===== src/rtl/ntt_layer_sequencer_if.sv =====
// Sequencer <-> RAM/butterfly bundle: control handshake, read/write addresses, twiddle index.
// master = sequencer, slave = datapath/environment side.
interface ntt_layer_sequencer_if;
    logic       start;
    logic       inverse;
    logic       busy;
    logic       done;
    logic       rd_en;
    logic [7:0] rd_addr_a;
    logic [7:0] rd_addr_b;
    logic       bf_valid;
    logic       bf_inverse;
    logic [6:0] zeta_idx;
    logic       bf_valid_out;
    logic       wr_en;
    logic [7:0] wr_addr_a;
    logic [7:0] wr_addr_b;
    logic [2:0] layer;
    logic       err;

    modport master (
        input  start, inverse, bf_valid_out,
        output busy, done, rd_en, rd_addr_a, rd_addr_b, bf_valid, bf_inverse,
               zeta_idx, wr_en, wr_addr_a, wr_addr_b, layer, err
    );

    modport slave (
        output start, inverse, bf_valid_out,
        input  busy, done, rd_en, rd_addr_a, rd_addr_b, bf_valid, bf_inverse,
               zeta_idx, wr_en, wr_addr_a, wr_addr_b, layer, err
    );
endinterface


===== src/rtl/ntt_layer_sequencer.sv =====
// Sweeps a 256-point Kyber NTT/INTT through one butterfly: one pair read per cycle, in-place write RD_LAT+BF_LAT later.
// No backpressure: reads issue back-to-back per layer; err is sticky when bf_valid_out disagrees with wr_en.
module ntt_layer_sequencer #(
    parameter int RD_LAT  = 1,
    parameter int BF_LAT  = 3,
    parameter int NLAYERS = 7
) (
    input  logic                  clk,
    input  logic                  r,
    ntt_layer_sequencer_if.master bus
);
    localparam int WR_LAT = RD_LAT + BF_LAT;
    localparam int DCW    = $clog2(WR_LAT + 1);

    typedef enum logic [1:0] {IDLE, ISSUE, DRAIN, DONE} state_t;

    state_t         state, state_nxt;
    logic [6:0]     b, b_nxt;
    logic [2:0]     layer_q, layer_nxt;
    logic [DCW-1:0] dcnt, dcnt_nxt;
    logic           inv_q, inv_nxt;
    logic           accept;
    logic           rd_en;
    logic           err_q;

    logic [2:0]     lg;
    logic [7:0]     len;
    logic [6:0]     len_m1, g, o, zeta_calc;
    logic [7:0]     addr_a, addr_b;
    logic [7:0]     rd_a, rd_b;
    logic [6:0]     rd_zeta;

    logic           rd_vld_sh [RD_LAT];
    logic [6:0]     zeta_sh   [RD_LAT];
    logic           bf_vld_sh [BF_LAT];
    logic [7:0]     addr_a_sh [WR_LAT];
    logic [7:0]     addr_b_sh [WR_LAT];

    always_ff @(posedge clk) begin
        if (r) begin
            state   <= IDLE;
            b       <= '0;
            layer_q <= '0;
            dcnt    <= '0;
            inv_q   <= 1'b0;
        end else begin
            state   <= state_nxt;
            b       <= b_nxt;
            layer_q <= layer_nxt;
            dcnt    <= dcnt_nxt;
            inv_q   <= inv_nxt;
        end
    end

    always_comb begin
        state_nxt = state;
        b_nxt     = b;
        layer_nxt = layer_q;
        dcnt_nxt  = dcnt;
        inv_nxt   = inv_q;
        accept    = 1'b0;
        case (state)
            IDLE: begin
                if (bus.start) begin
                    accept    = 1'b1;
                    inv_nxt   = bus.inverse;
                    layer_nxt = '0;
                    b_nxt     = '0;
                    state_nxt = ISSUE;
                end
            end
            ISSUE: begin
                b_nxt = b + 7'd1;
                if (b == 7'd127) begin
                    dcnt_nxt  = '0;
                    state_nxt = DRAIN;
                end
            end
            DRAIN: begin
                dcnt_nxt = dcnt + 1'b1;
                // Hold off the next layer until every write of this one has landed.
                if (dcnt == DCW'(WR_LAT - 1)) begin
                    if (layer_q == 3'(NLAYERS - 1)) begin
                        state_nxt = DONE;
                    end else begin
                        layer_nxt = layer_q + 3'd1;
                        b_nxt     = '0;
                        state_nxt = ISSUE;
                    end
                end
            end
            DONE:    state_nxt = IDLE;
            default: state_nxt = IDLE;
        endcase
    end

    assign rd_en = (state == ISSUE);

    // lg = log2(len): forward 7..1, inverse 1..7.
    always_comb begin
        lg        = inv_q ? (layer_q + 3'd1) : (3'd7 - layer_q);
        len       = 8'd1 << lg;
        len_m1    = 7'(len - 8'd1);
        g         = b >> lg;
        o         = b & len_m1;
        addr_a    = ({1'b0, g} << ({1'b0, lg} + 4'd1)) | {1'b0, o};
        addr_b    = addr_a + len;
        zeta_calc = inv_q ? 7'((9'd256 >> lg) - 9'd1 - {2'b00, g})
                          : 7'((8'd128 >> lg) + {1'b0, g});
        rd_a      = rd_en ? addr_a    : 8'd0;
        rd_b      = rd_en ? addr_b    : 8'd0;
        rd_zeta   = rd_en ? zeta_calc : 7'd0;
    end

    always_ff @(posedge clk) begin
        if (r) begin
            for (int i = 0; i < RD_LAT; i++) begin
                rd_vld_sh[i] <= 1'b0;
                zeta_sh[i]   <= '0;
            end
            for (int i = 0; i < BF_LAT; i++) bf_vld_sh[i] <= 1'b0;
            for (int i = 0; i < WR_LAT; i++) begin
                addr_a_sh[i] <= '0;
                addr_b_sh[i] <= '0;
            end
        end else begin
            rd_vld_sh[0] <= rd_en;
            zeta_sh[0]   <= rd_zeta;
            for (int i = 1; i < RD_LAT; i++) begin
                rd_vld_sh[i] <= rd_vld_sh[i-1];
                zeta_sh[i]   <= zeta_sh[i-1];
            end
            bf_vld_sh[0] <= rd_vld_sh[RD_LAT-1];
            for (int i = 1; i < BF_LAT; i++) bf_vld_sh[i] <= bf_vld_sh[i-1];
            addr_a_sh[0] <= rd_a;
            addr_b_sh[0] <= rd_b;
            for (int i = 1; i < WR_LAT; i++) begin
                addr_a_sh[i] <= addr_a_sh[i-1];
                addr_b_sh[i] <= addr_b_sh[i-1];
            end
        end
    end

    always_ff @(posedge clk) begin
        if (r || accept) begin
            err_q <= 1'b0;
        end else if (bus.bf_valid_out != bf_vld_sh[BF_LAT-1]) begin
            err_q <= 1'b1;
        end
    end

    assign bus.busy       = (state == ISSUE) || (state == DRAIN);
    assign bus.done       = (state == DONE);
    assign bus.rd_en      = rd_en;
    assign bus.rd_addr_a  = rd_a;
    assign bus.rd_addr_b  = rd_b;
    assign bus.bf_valid   = rd_vld_sh[RD_LAT-1];
    assign bus.bf_inverse = inv_q;
    assign bus.zeta_idx   = zeta_sh[RD_LAT-1];
    assign bus.wr_en      = bf_vld_sh[BF_LAT-1];
    assign bus.wr_addr_a  = addr_a_sh[WR_LAT-1];
    assign bus.wr_addr_b  = addr_b_sh[WR_LAT-1];
    assign bus.layer      = layer_q;
    assign bus.err        = err_q;
endmodule

===== src/flat_wrapper.sv =====
// flat-port wrapper written by rule: the top's interface ports become plain ports
module ntt_layer_sequencer_flat 
#(
    parameter int RD_LAT  = 1,
    parameter int BF_LAT  = 3,
    parameter int NLAYERS = 7
)
  (clk, r, bus_start, bus_inverse, bus_bf_valid_out, bus_busy, bus_done, bus_rd_en, bus_rd_addr_a, bus_rd_addr_b, bus_bf_valid, bus_bf_inverse, bus_zeta_idx, bus_wr_en, bus_wr_addr_a, bus_wr_addr_b, bus_layer, bus_err);
  ntt_layer_sequencer_if bus_i ();
  input  logic clk;
  input  logic r;
  input wire logic [$bits(bus_i.start)-1:0] bus_start;
  input wire logic [$bits(bus_i.inverse)-1:0] bus_inverse;
  input wire logic [$bits(bus_i.bf_valid_out)-1:0] bus_bf_valid_out;
  output wire logic [$bits(bus_i.busy)-1:0] bus_busy;
  output wire logic [$bits(bus_i.done)-1:0] bus_done;
  output wire logic [$bits(bus_i.rd_en)-1:0] bus_rd_en;
  output wire logic [$bits(bus_i.rd_addr_a)-1:0] bus_rd_addr_a;
  output wire logic [$bits(bus_i.rd_addr_b)-1:0] bus_rd_addr_b;
  output wire logic [$bits(bus_i.bf_valid)-1:0] bus_bf_valid;
  output wire logic [$bits(bus_i.bf_inverse)-1:0] bus_bf_inverse;
  output wire logic [$bits(bus_i.zeta_idx)-1:0] bus_zeta_idx;
  output wire logic [$bits(bus_i.wr_en)-1:0] bus_wr_en;
  output wire logic [$bits(bus_i.wr_addr_a)-1:0] bus_wr_addr_a;
  output wire logic [$bits(bus_i.wr_addr_b)-1:0] bus_wr_addr_b;
  output wire logic [$bits(bus_i.layer)-1:0] bus_layer;
  output wire logic [$bits(bus_i.err)-1:0] bus_err;
  assign bus_i.start = bus_start;
  assign bus_i.inverse = bus_inverse;
  assign bus_i.bf_valid_out = bus_bf_valid_out;
  assign bus_busy = bus_i.busy;
  assign bus_done = bus_i.done;
  assign bus_rd_en = bus_i.rd_en;
  assign bus_rd_addr_a = bus_i.rd_addr_a;
  assign bus_rd_addr_b = bus_i.rd_addr_b;
  assign bus_bf_valid = bus_i.bf_valid;
  assign bus_bf_inverse = bus_i.bf_inverse;
  assign bus_zeta_idx = bus_i.zeta_idx;
  assign bus_wr_en = bus_i.wr_en;
  assign bus_wr_addr_a = bus_i.wr_addr_a;
  assign bus_wr_addr_b = bus_i.wr_addr_b;
  assign bus_layer = bus_i.layer;
  assign bus_err = bus_i.err;
  ntt_layer_sequencer #(.RD_LAT(RD_LAT), .BF_LAT(BF_LAT), .NLAYERS(NLAYERS)) u_core (.clk(clk), .r(r), .bus(bus_i));
endmodule

===== config.mk =====
export PLATFORM = sky130hd
export DESIGN_NAME = ntt_layer_sequencer_flat
export DESIGN_NICKNAME = d
export VERILOG_FILES = /design/src/rtl/ntt_layer_sequencer_if.sv /design/src/rtl/ntt_layer_sequencer.sv /design/src/flat_wrapper.sv
export SDC_FILE = /design/constraint.sdc
export NUM_CORES = 1
export LEC_CHECK = 0
export ABC_AREA = 1
export ABC_CLOCK_PERIOD_IN_PS = 4300
export BUFFER_PORTS_ARGS = -buffer_cell sky130_fd_sc_hd__buf_4
export CORE_MARGIN = 5
export CORE_UTILIZATION = 60
export CTS_BUF_LIST = sky130_fd_sc_hd__clkbuf_8
export CTS_CLUSTER_DIAMETER = 40
export DETAILED_ROUTE_END_ITERATION = 6
export GPL_TIMING_DRIVEN = 1
export PLACE_DENSITY = 0.78
export SYNTH_ARGS = -nofsm -noshare
export SYNTH_HDL_FRONTEND = slang
export SYNTH_SLANG_ARGS = --single-unit

===== constraint.sdc =====
create_clock -name clk -period 4.3 [get_ports clk]
set_clock_uncertainty 0.05 [all_clocks]
set_input_delay 0.43 -clock clk [delete_from_list [all_inputs] [get_ports clk]]
set_output_delay 0.43 -clock clk [all_outputs]
set_load 0.01 [all_outputs]

Word-level counts from Yosys, hierarchy flattened
Memory sizes are Yosys's and may differ from the RTL's. Index checks and enable logic that the tools add are counted.

Bits in registers: 17. Bits in writable memories: 75. Input bits: 5. Output and inout bits: 49. Logic and storage cells: 103. Memories kept: 5.

Memory list: u_core.addr_a_sh (depth 4, bits a word 8, rd ports 4, clocked after memory_dff 0, wr ports 4, RTL line ntt_layer_sequencer.sv:36) `logic [7:0] addr_a_sh [WR_LAT];`; u_core.addr_b_sh (depth 4, bits a word 8, rd ports 4, clocked after memory_dff 0, wr ports 4, RTL line ntt_layer_sequencer.sv:37) `logic [7:0] addr_b_sh [WR_LAT];`; u_core.zeta_sh (depth 1, bits a word 7, rd ports 1, clocked after memory_dff 0, wr ports 1, RTL line ntt_layer_sequencer.sv:34) `logic [6:0] zeta_sh [RD_LAT];`; u_core.bf_vld_sh (depth 3, bits a word 1, rd ports 3, clocked after memory_dff 0, wr ports 3, RTL line ntt_layer_sequencer.sv:35) `logic bf_vld_sh [BF_LAT];`; u_core.rd_vld_sh (depth 1, bits a word 1, rd ports 1, clocked after memory_dff 0, wr ports 1, RTL line ntt_layer_sequencer.sv:33) `logic rd_vld_sh [RD_LAT];`.

Add/subtract/negate cells: 10. Equal/unequal tests: 11. Shift-type cells: 5. Muxes and demuxes: 40. Bitwise operators: 13. Reductions and logical operators: 13.

Operators by type and width (count): two-way mux 8 bit (10); two-way mux 7 bit (6); case mux 7 bit (3 select lines) (1); two-way mux 3 bit (5); subtractor 7 x 1 -> 7 bit (second input constant) (2); case mux 3 bit (2 select lines) (2); two-way mux 1 bit (11); OR 1 bit (11); right shift 9 x 3 -> 7 bit (first input constant) (1); adder 8 bit (1); two-way mux 2 bit (4); OR 8 x 7 -> 8 bit (1); case mux 2 bit (4 select lines) (1); AND reduction 4 bit (2); << shifter 1 x 3 -> 8 bit (first input constant) (1); << shifter 7 x 4 -> 8 bit (1); right shift 8 x 3 -> 7 bit (first input constant) (1); adder 7 x 1 -> 7 bit (second input constant) (1); adder 7 bit (1); bitwise AND 7 bit (1); == test 7 bit (second input constant) (1); OR reduction 7 bit (1); right shift 7 x 3 -> 7 bit (1); subtractor 7 bit (1); 17 further kinds (24).

Logic depth before layout (Yosys ltp)
Gate-level depths: netlist of run 1.

Word-level depth: 9. Gate-level depth with buffers: 27. Depth with buffers taken out: 25.

Worst setup path after synthesis of run 1
No wires, ideal clock.

Path type: flip-flop to output port. Start point: register u_core.layer_q[0] (netlist: u_core.bus.layer[0]). End point: output port bus_rd_addr_b[7]. Arrival: 3.240 ns. Required time: 3.820 ns. Path slack: 0.580 ns. Cell stages (with the launch flop): 21. Buffers on the path: 2. Cells stage by stage: dfxtp_1 > buf_6 > inv_2 > buf_6 > ha_1 > nand2_1 > nand2_2 > nor2_1 > ha_1 > inv_1 > o211ai_1 > o21ai_0 > nand2_1 > ha_1 > a21oi_1 > o21bai_1 > a21oi_1 > nand2_1 > nand2_1 > nand3_1 > inv_1.

Word-level cells in the longest chain between the ends: 8. Elaborated cells on any way between the ends: 12. Classes of those cells: 5 x add/sub; 3 x shift; 2 x mux; 2 x bitwise.

Ends and longest elaborated chain: start: declaration (RTL line ntt_layer_sequencer.sv:19) `logic [2:0] layer_q, layer_nxt;`; start signal: assignment (RTL line ntt_layer_sequencer.sv:49) `layer_q <= layer_nxt;`; subtractor 3 bit / adder 3 x 1 -> 3 bit (equally long branches) (RTL line ntt_layer_sequencer.sv:101) `lg = inv_q ? (layer_q + 3'd1) : (3'd7 - layer_q);`; two-way mux 3 bit * (RTL line ntt_layer_sequencer.sv:101); << shifter 1 x 3 -> 8 bit (RTL line ntt_layer_sequencer.sv:102) `len = 8'd1 << lg;`; subtractor 7 x 1 -> 7 bit (RTL line ntt_layer_sequencer.sv:103) `len_m1 = 7'(len - 8'd1);`; bitwise AND 7 bit (RTL line ntt_layer_sequencer.sv:105) `o = b & len_m1;`; OR 8 x 7 -> 8 bit (RTL line ntt_layer_sequencer.sv:106) `addr_a = ({1'b0, g} << ({1'b0, lg} + 4'd1)) | {1'b0, o};`; adder 8 bit * (RTL line ntt_layer_sequencer.sv:107) `addr_b = addr_a + len;`; two-way mux 8 bit * (RTL line ntt_layer_sequencer.sv:111) `rd_b = rd_en ? addr_b : 8'd0;`; end: declaration (RTL line flat_wrapper.sv:19) `output wire logic [$bits(bus_i.rd_addr_b)-1:0] bus_rd_addr_b;`.

Every way passes the cells marked *; elsewhere a longest branch is shown, timed or not.

Worst setup path after layout of run 1
Same ends and word-level chain as after synthesis.

==> flow_summary.yaml, run 1 <==
pwr:
  power-per-cell-area_nw_per_um2: 545.4
  power.internal_mw: 1.687
  switching_share_pct: 41.20
  irDropWorstVdd_mv: 0.3114
  power.sequential.fraction_pct: 33.9
  clockPowerShare_pct: 19.9
  leakagePower_nw: 2.583
  share_comb_of_total_power_pct: 46.3
  switching_power_mw: 1.182
logic_synthesis:
  postSynthCellCount: 652
  syn_area_per_cell_um2: 7.049
  synth_area_leaders: "sky130_fd_sc_hd__dfxtp_1, sky130_fd_sc_hd__nand2_1, sky130_fd_sc_hd__inv_1"
  postSynthRegisterBits: 92
  yosys_most_used_dff: "sky130_fd_sc_hd__dfxtp_1"
  ys_warn_count: 0
  syn_nets: 687
  fraction_of_registers_with_async_set_or_reset_after_synthesis_pct: 0
  synth_sequential_area_ratio_pct: 40.08
  number_of_flops_mapped_to_enable_cells_by_yosys: 0
  synth_top_area_share_pct: 40.08
  syn-cell-area_um2: 4596
  post_synthesis_cell_type_count: 40
  netlist.top_cell.by_area: "sky130_fd_sc_hd__dfxtp_1"
final_layout:
  leading_cell_type_in_the_layout_fill_and_taps_excluded: "sky130_fd_sc_hd__nand2_1"
  synthToLayoutAreaGrowth_pct: 14.46
  nets: 735
  most-common-layout-cells: "sky130_fd_sc_hd__nand2_1, sky130_fd_sc_hd__inv_1, sky130_fd_sc_hd__nor2_1"
  drive_above_1_share_pct: 15.32
  num_antenna_cells: 0
setup_path:
  critical_path.top_delay_family: "simple AND/OR/NAND/NOR gates"
  cp.arrival_ps: 3540
  crit-reg2reg-launch: "u_core.bus.layer[0]$_SDFFE_PP0P_"
  setup.worst_path.start_class: "flop"
  worst-r2r-cell-count: 23
  cp_common_cell: "sky130_fd_sc_hd__nand2_1"
  worstSetupEndpointType: "output port"
  worst_ep_required_time_ps: 3820
  critPathKind: "flop to output port"
  worstPathBufferInverterCount: 5
  worstReg2RegEnd: "u_core.addr_b_sh[0][7]$_SDFF_PP0_"
  timing.critical_path.fanout_max: 7
  reg2reg_setup_slack_ps: 1070
  crit_path_max_incr_delay_ps: 390
  cpMaxStageDelayCell: "sky130_fd_sc_hd__dfxtp_4"
route:
  first_iter_violations: 153
  route.detailed.vias_per_inst: 4.913
  drt_pass1_iterations: 5
  routedWlPerCell_um: 12.12
  final_antenna_net_count: 0
  drt_drc_violations_left: 0
  totalWireLength_um: 9778
  routed-via-count: 3965
global_routing:
  number_of_antenna_violations_at_the_first_check_in_global_routing: 0
  number_of_global_route_vias_before_repair: 3711
  grt_start_max_net_pins: 70
  total_congestion_overflow_after_global_routing: 0
  grt_use_total_pct: 21.11
  grt_first_pass_wirelength_um: 16640
sta:
  min_period_ps: 4022
  unrepaired_setup_endpoints_after_global_routing: "no"
  timing.hold.ws_ps: 340.8
  relSlewSlack_pct: 57.18
  final_worst_path_period_share_pct: 93.54
  setup_viol_count_final: 0
  drv_slew: 0
  setup-tns-final_ps: 0
  max_freq_mhz: 248.6
  tightestPinTransition_ps: 642.3
  final_hold_viol_count: 0
run_status:
  result_of_the_run: "complete, no violations"
clock_tree:
  worst_skew_pair.late_latency_ps: 350
  worst_setup_hold_path_clk_slew_ps: 90
  numCtsBuffers: 9
  cts_htree_levels: 3
  clk_root_buffer_cell: "sky130_fd_sc_hd__clkbuf_8"
  cts.sinks: 92
  holdBufCountCts: 0
  cts_tree: "done"
  clockBufferDepth: 2
floorplan:
  fp.dieW_um: 97.52
  floorplan.die_area_um2: 9510
  coreArea_um2: 7607
  starting_utilization_of_the_core_area_pct: 60.41
  core.rowCount: 32
  die_y_um: 97.52
  ios: 54
placement:
  detailed_place_hpwl_um: 7647
  finalWeightedCongestion: 0.8749
  numPortBuffers: 53
run:
  drv.max_cap_violation_count: 0
min_path:
  holdPathEnd: "u_core.addr_a_sh[1][0]$_SDFF_PP0_"
  hold_path.startpoint: "u_core.addr_a_sh[0][0]$_SDFF_PP0_"
  worst_hold_path_type: "flop to flop"
  worstHoldPathCells: 2
power groups by stage:
stage	registers [mW]	clock network, mW	logic [mW]
after floorplan	0.994	0	0.921
after global placement	0.986	0	1.27
after detailed placement	0.991	0	1.29
after CTS	0.971	0.584	1.30
after global routing	0.982	0.626	1.50
final	0.972	0.570	1.33
cells in the mapped netlist, types with 2 or more instances:
master                     count
sky130_fd_sc_hd__buf_4         9
sky130_fd_sc_hd__xor2_1        3
sky130_fd_sc_hd__xnor2_1       3
sky130_fd_sc_hd__and2_1        2
sky130_fd_sc_hd__nand3_1      29
sky130_fd_sc_hd__or2_2         2
sky130_fd_sc_hd__o21ai_2       2
sky130_fd_sc_hd__o211ai_1      4
sky130_fd_sc_hd__clkbuf_1     10
sky130_fd_sc_hd__fa_1          2
sky130_fd_sc_hd__a211oi_1      2
sky130_fd_sc_hd__ha_1         28
sky130_fd_sc_hd__o21ai_0      24
sky130_fd_sc_hd__nor2_1      104
sky130_fd_sc_hd__nand2_1     130
sky130_fd_sc_hd__nor3_1        9
sky130_fd_sc_hd__nand4_1       2
sky130_fd_sc_hd__buf_2         2
sky130_fd_sc_hd__a21oi_1      32
sky130_fd_sc_hd__nand3b_1      3
sky130_fd_sc_hd__nand2_4       2
sky130_fd_sc_hd__dfxtp_1      92
sky130_fd_sc_hd__inv_2         5
sky130_fd_sc_hd__inv_1       124
sky130_fd_sc_hd__nor2_4        2
sky130_fd_sc_hd__nand2_2       6
sky130_fd_sc_hd__o22ai_1       4
sky130_fd_sc_hd__buf_6         3
flip-flops by register name (all words and copies together) (netlist names):
| name | flops |
|---|---|
| u_core.addr_a_sh | 32 |
| u_core.addr_b_sh | 32 |
| u_core.b | 7 |
| u_core.zeta_sh | 7 |
| u_core.bf_vld_sh | 3 |
| u_core.bus.layer | 3 |
| u_core.dcnt | 3 |
| u_core.state | 2 |
| u_core.bus.bf_inverse | 1 |
| u_core.bus.err | 1 |
| u_core.rd_vld_sh | 1 |
kinds of logic (layout without fill, tap and decap cells):
family                   Yosys count  count (layout)  synth area share [%]
AND/OR/NAND/NOR                  296             296                 27.31
flip-flops                        92              92                 40.08
adder cells (fa/ha/maj)           30              30                 8.495
XOR/XNOR                           6               6                 1.144
AO/OA/AOI/OAI                     75              75                 9.203
buffers and inverters            153             206                 13.78
routing by layer:
layer  vias to the layer above  wire length [µm]  track usage (%)  share of wire, %
met5                         -                 0                0                 0
met4                         0               123            6.603               1.3
met3                        14               436            3.589               4.5
met2                        89              4954            37.59                51
met1                      1780              4264            25.83                44
li1                       2082                 -                -                 -
final cells by class:
| type | instances | area, µm² |
|---|---|---|
| clock buffers | 9 | 123.9 |
| clock inverters | 7 | 73.82 |
| fillers | 656 | 2347 |
| inverters | 129 | 484.2 |
| multi-input cells | 407 | 2146 |
| flip-flops and latches | 92 | 1847 |
| well taps | 102 | 127.6 |
| repair buffers | 61 | 457.9 |
through the flow:
stage	instance area (µm²)	instances	setup slack [ps]	total power [mW]	utilization, %
5_1_grt	5260	807	3.727	3.105	69.14
6_report	5260	807	277.9	2.869	69.14
3_3_place_gp	5025	790	504.5	2.254	66.05
3_5_place_dp	5025	790	383.8	2.282	66.05
2_1_floorplan	4596	652	580.2	1.915	-
4_1_cts	5224	806	69.82	2.855	68.67
worst reg2reg max path, delay by kind of cell (launching register included):
kind / cells / cell delay (ps)
and+or+nand+nor: 12 / 950
AOI/OAI and AO/OA: 6 / 820
DFF: 1 / 390
buffers and inverters: 3 / 220
adders and majority gates: 2 / 670
what timing repair did:
action / in CTS / in global routing
gates resized for setup: 1 / 14
endpoints found under the setup margin: 1 / 4
cloned: 0 / 0
endpoints found under the hold margin: 0 / 0
buffers inserted: 0 / 1
pin swaps: 0 / 2
worst max path at each step:
stage	start	slack [ps]	cells after the start	to
floorplan	u_core.bus.layer[0]$_SDFFE_PP0P_	580	20	bus_rd_addr_b[7]
global placement	u_core.bus.layer[0]$_SDFFE_PP0P_	500	21	bus_rd_addr_b[6]
detailed placement	u_core.bus.layer[0]$_SDFFE_PP0P_	380	19	bus_rd_addr_b[7]
CTS	u_core.bus.layer[0]$_SDFFE_PP0P_	70	19	bus_rd_addr_b[7]
global route	u_core.bus.layer[0]$_SDFFE_PP0P_	4	21	bus_rd_addr_b[5]
finish	u_core.bus.layer[0]$_SDFFE_PP0P_	280	25	bus_rd_addr_b[7]
(Power assumes the default switching activity.)
==> run 2, diff against run 1 <==
--- a/config.mk
+++ b/config.mk
@@ -8,13 +8,13 @@
 export ABC_AREA = 1
 export ABC_CLOCK_PERIOD_IN_PS = 4300
 export BUFFER_PORTS_ARGS = -buffer_cell sky130_fd_sc_hd__buf_4
-export CORE_MARGIN = 5
+export CORE_MARGIN = 2
 export CORE_UTILIZATION = 60
 export CTS_BUF_LIST = sky130_fd_sc_hd__clkbuf_8
 export CTS_CLUSTER_DIAMETER = 40
 export DETAILED_ROUTE_END_ITERATION = 6
 export GPL_TIMING_DRIVEN = 1
-export PLACE_DENSITY = 0.78
+export PLACE_DENSITY = 0.82
 export SYNTH_ARGS = -nofsm -noshare
 export SYNTH_HDL_FRONTEND = slang
 export SYNTH_SLANG_ARGS = --single-unit
==> run 2 against run 1 <==
  * Flip-flop and latch count stayed put
  * Combinational power about the same
  * Die area down 12%
  * Setup slack lost 64 ps
  * Critical path depth is 1 lower
  * Sequential power barely moved
  * First-iteration DRC count is 9.8% higher
  * Fmax is 1.6% lower
  * Non-clock buffer count rose by 3
  * Final cell count unchanged
==> flow_summary.yaml, run 2 (synthesis gave the netlist of run 1 again) <==
final_layout:
  most-common-layout-cells: "sky130_fd_sc_hd__nand2_1, sky130_fd_sc_hd__inv_1, sky130_fd_sc_hd__nor2_1"
  drive_above_1_share_pct: 16.67
  layout_top_registers: "u_core.addr_a_sh (32), u_core.addr_b_sh (32)"
  num_antenna_cells: 0
  synthToLayoutAreaGrowth_pct: 15.55
  nets: 738
  fillCellCount: 586
  leading_cell_type_in_the_layout_fill_and_taps_excluded: "sky130_fd_sc_hd__nand2_1"
  seq_area_um2: 1844
  multi_input_combinational_cell_area_um2: 2188
clock_tree:
  worst_setup_hold_path_clk_slew_ps: 100
  cts_tree: "done"
  worst_skew_pair.late_latency_ps: 370
  clockBufferDepth: 2
  cts_htree_levels: 3
  numCtsBuffers: 9
  cts.sinks: 92
  clk_root_buffer_cell: "sky130_fd_sc_hd__clkbuf_8"
pwr:
  leakagePower_nw: 2.585
  irDropWorstVdd_mv: 0.3235
  fin_total_pwr_mw: 2.894
  power-per-cell-area_nw_per_um2: 545.0
global_routing:
  grt_start_max_net_pins: 70
  number_of_global_route_vias_before_repair: 3782
  grt_first_pass_wirelength_um: 16770
  number_of_antenna_violations_at_the_first_check_in_global_routing: 0
  grt_use_total_pct: 24.96
  total_congestion_overflow_after_global_routing: 0
floorplan:
  floorplan.die_area_um2: 8376
  core.rowCount: 31
  starting_utilization_of_the_core_area_pct: 62.69
  coreArea_um2: 7331
  ios: 54
  fp.dieW_um: 91.52
  die_y_um: 91.52
setup_path:
  crit_path_capture: "bus_rd_addr_b[7]"
  worstReg2RegEnd: "u_core.addr_b_sh[0][7]$_SDFF_PP0_"
  crit-reg2reg-launch: "u_core.bus.layer[0]$_SDFFE_PP0P_"
  worst-r2r-cell-count: 23
  timing.critical_path.fanout_max: 8
  critical_path.cell_chain: "buf_4 > ha_1 > inv_1 > nand2_1 > nand3_1 > nand2_4 > buf_4 > nor2_4 > nor2_2 > nand2_1 > inv_2 > nand2_1 > a21oi_2 > o21ai_2 > nand2_1 > ha_4 > a21oi_2 > o21bai_1 > a21oi_2 > nand2_1 > nand2_1 > nand3_1 > inv_1 > buf_4"
  cp.arrival_ps: 3610
  critPathKind: "flop to output port"
  setup.worst_path.start_class: "flop"
  cp_common_cell: "sky130_fd_sc_hd__nand2_1"
  reg2reg_setup_slack_ps: 1050
  cpMaxStageDelayCell: "sky130_fd_sc_hd__dfxtp_2"
  worst_ep_required_time_ps: 3820
  worst_setup_path_startpoint: "u_core.bus.layer[0]$_SDFFE_PP0P_"
  crit_path_max_incr_delay_ps: 360
  worstSetupEndpointType: "output port"
min_path:
  worst_hold_path_type: "flop to flop"
  worstHoldPathCells: 2
run_status:
  result_of_the_run: "complete, no violations"
route:
  drt_drc_violations_left: 0
  drt_pass1_iterations: 5
  route.detailed.vias_per_inst: 4.944
  first_iter_violations: 168
  final_antenna_net_count: 0
  routed-via-count: 3990
  routedWlPerCell_um: 12.76
  totalWireLength_um: 10300
sta:
  tightestPinTransition_ps: 653.3
  final_worst_path_period_share_pct: 95.04
  setup_viol_count_final: 0
  final_hold_viol_count: 0
  setup-tns-final_ps: 0
  min_period_ps: 4087
  drv_slew: 0
  max_freq_mhz: 244.7
  relSlewSlack_pct: 56.45
placement:
  detailed_place_hpwl_um: 7835
  numPortBuffers: 53
  finalWeightedCongestion: 0.9862
run:
  drv.max_cap_violation_count: 0
run 2: cell count changes in the layout (fill, tap and decap cells not counted), sizes merged:
cell | previous run | this run
buf | 61 | 64
bufinv | 1 | 0
inv | 132 | 133
run 2: final cells by class:
cell class / instances / share of cell area, %
flip-flops and latches: 92 / 34.73
clock inverters: 7 / 1.225
repair buffers: 64 / 9.048
inverters: 129 / 9.119
clock buffers: 9 / 2.333
well taps: 99 / 2.333
multi-input cells: 407 / 41.21
run 2: how the worst min path moves through the flow:
stage / startpoint / to / slack [ps]
after floorplan: u_core.addr_a_sh[0][0]$_SDFF_PP0_ / u_core.addr_a_sh[1][0]$_SDFF_PP0_ / 340
after global placement: u_core.addr_a_sh[2][2]$_SDFF_PP0_ / u_core.addr_a_sh[3][2]$_SDFF_PP0_ / 340
after detailed placement: u_core.addr_b_sh[0][11]$_SDFF_PP0_ / u_core.addr_b_sh[0][19]$_SDFF_PP0_ / 340
after CTS: bus_start / u_core.bus.err$_SDFFE_PP0P_ / 340
after global routing: u_core.addr_b_sh[0][4]$_SDFF_PP0_ / u_core.addr_b_sh[0][12]$_SDFF_PP0_ / 360
final: u_core.addr_a_sh[2][6]$_SDFF_PP0_ / u_core.addr_a_sh[3][6]$_SDFF_PP0_ / 340
run 2: stage by stage:
stage	hold slack [ps]	instance area (µm²)	setup slack [ps]	instances	utilization [%]
floorplan	338.3	4596	580.2	652	-
global placement	338.8	5029	550.0	788	68.60
detailed placement	343.2	5029	400.8	788	68.60
CTS	342.2	5218	43.82	804	71.17
global route	357.7	5310	-26.28	807	72.44
finish	336.8	5310	213.4	807	72.44
run 2: power breakdown:
part | total [mW] | switching [mW] | internal, mW
registers | 0.972 | 0.0378 | 0.934
logic | 1.36 | 0.865 | 0.499
clock network | 0.558 | 0.333 | 0.225
run 2: worst max-delay path: cells and delay by family (launching register included):
kind | cells | cell delay [ps]
AND/OR/NAND/NOR | 11 | 1130
buffers and inverters | 6 | 630
adder cells (fa/ha/maj) | 2 | 410
flip-flops | 1 | 360
AO/OA/AOI/OAI | 5 | 690
run 2: repair_timing:
| action | in CTS | in global routing |
|---|---|---|
| setup buffers | 0 | 3 |
| hold buffers | 0 | 0 |
| endpoints found under the setup margin | 1 | 4 |
| cloned | 0 | 0 |
| resized for setup | 1 | 20 |
| pin swaps | 0 | 3 |
run 2: metal layers:
layer | vias up | routed length, µm | GRT usage, % | part of all wire [%]
li1 | 2087 | - | - | -
met1 | 1787 | 4451 | 28.45 | 43
met2 | 94 | 5237 | 45.96 | 51
met3 | 22 | 403 | 4.066 | 3.9
met4 | 0 | 204 | 9.975 | 2.0
met5 | - | 0 | 0 | 0
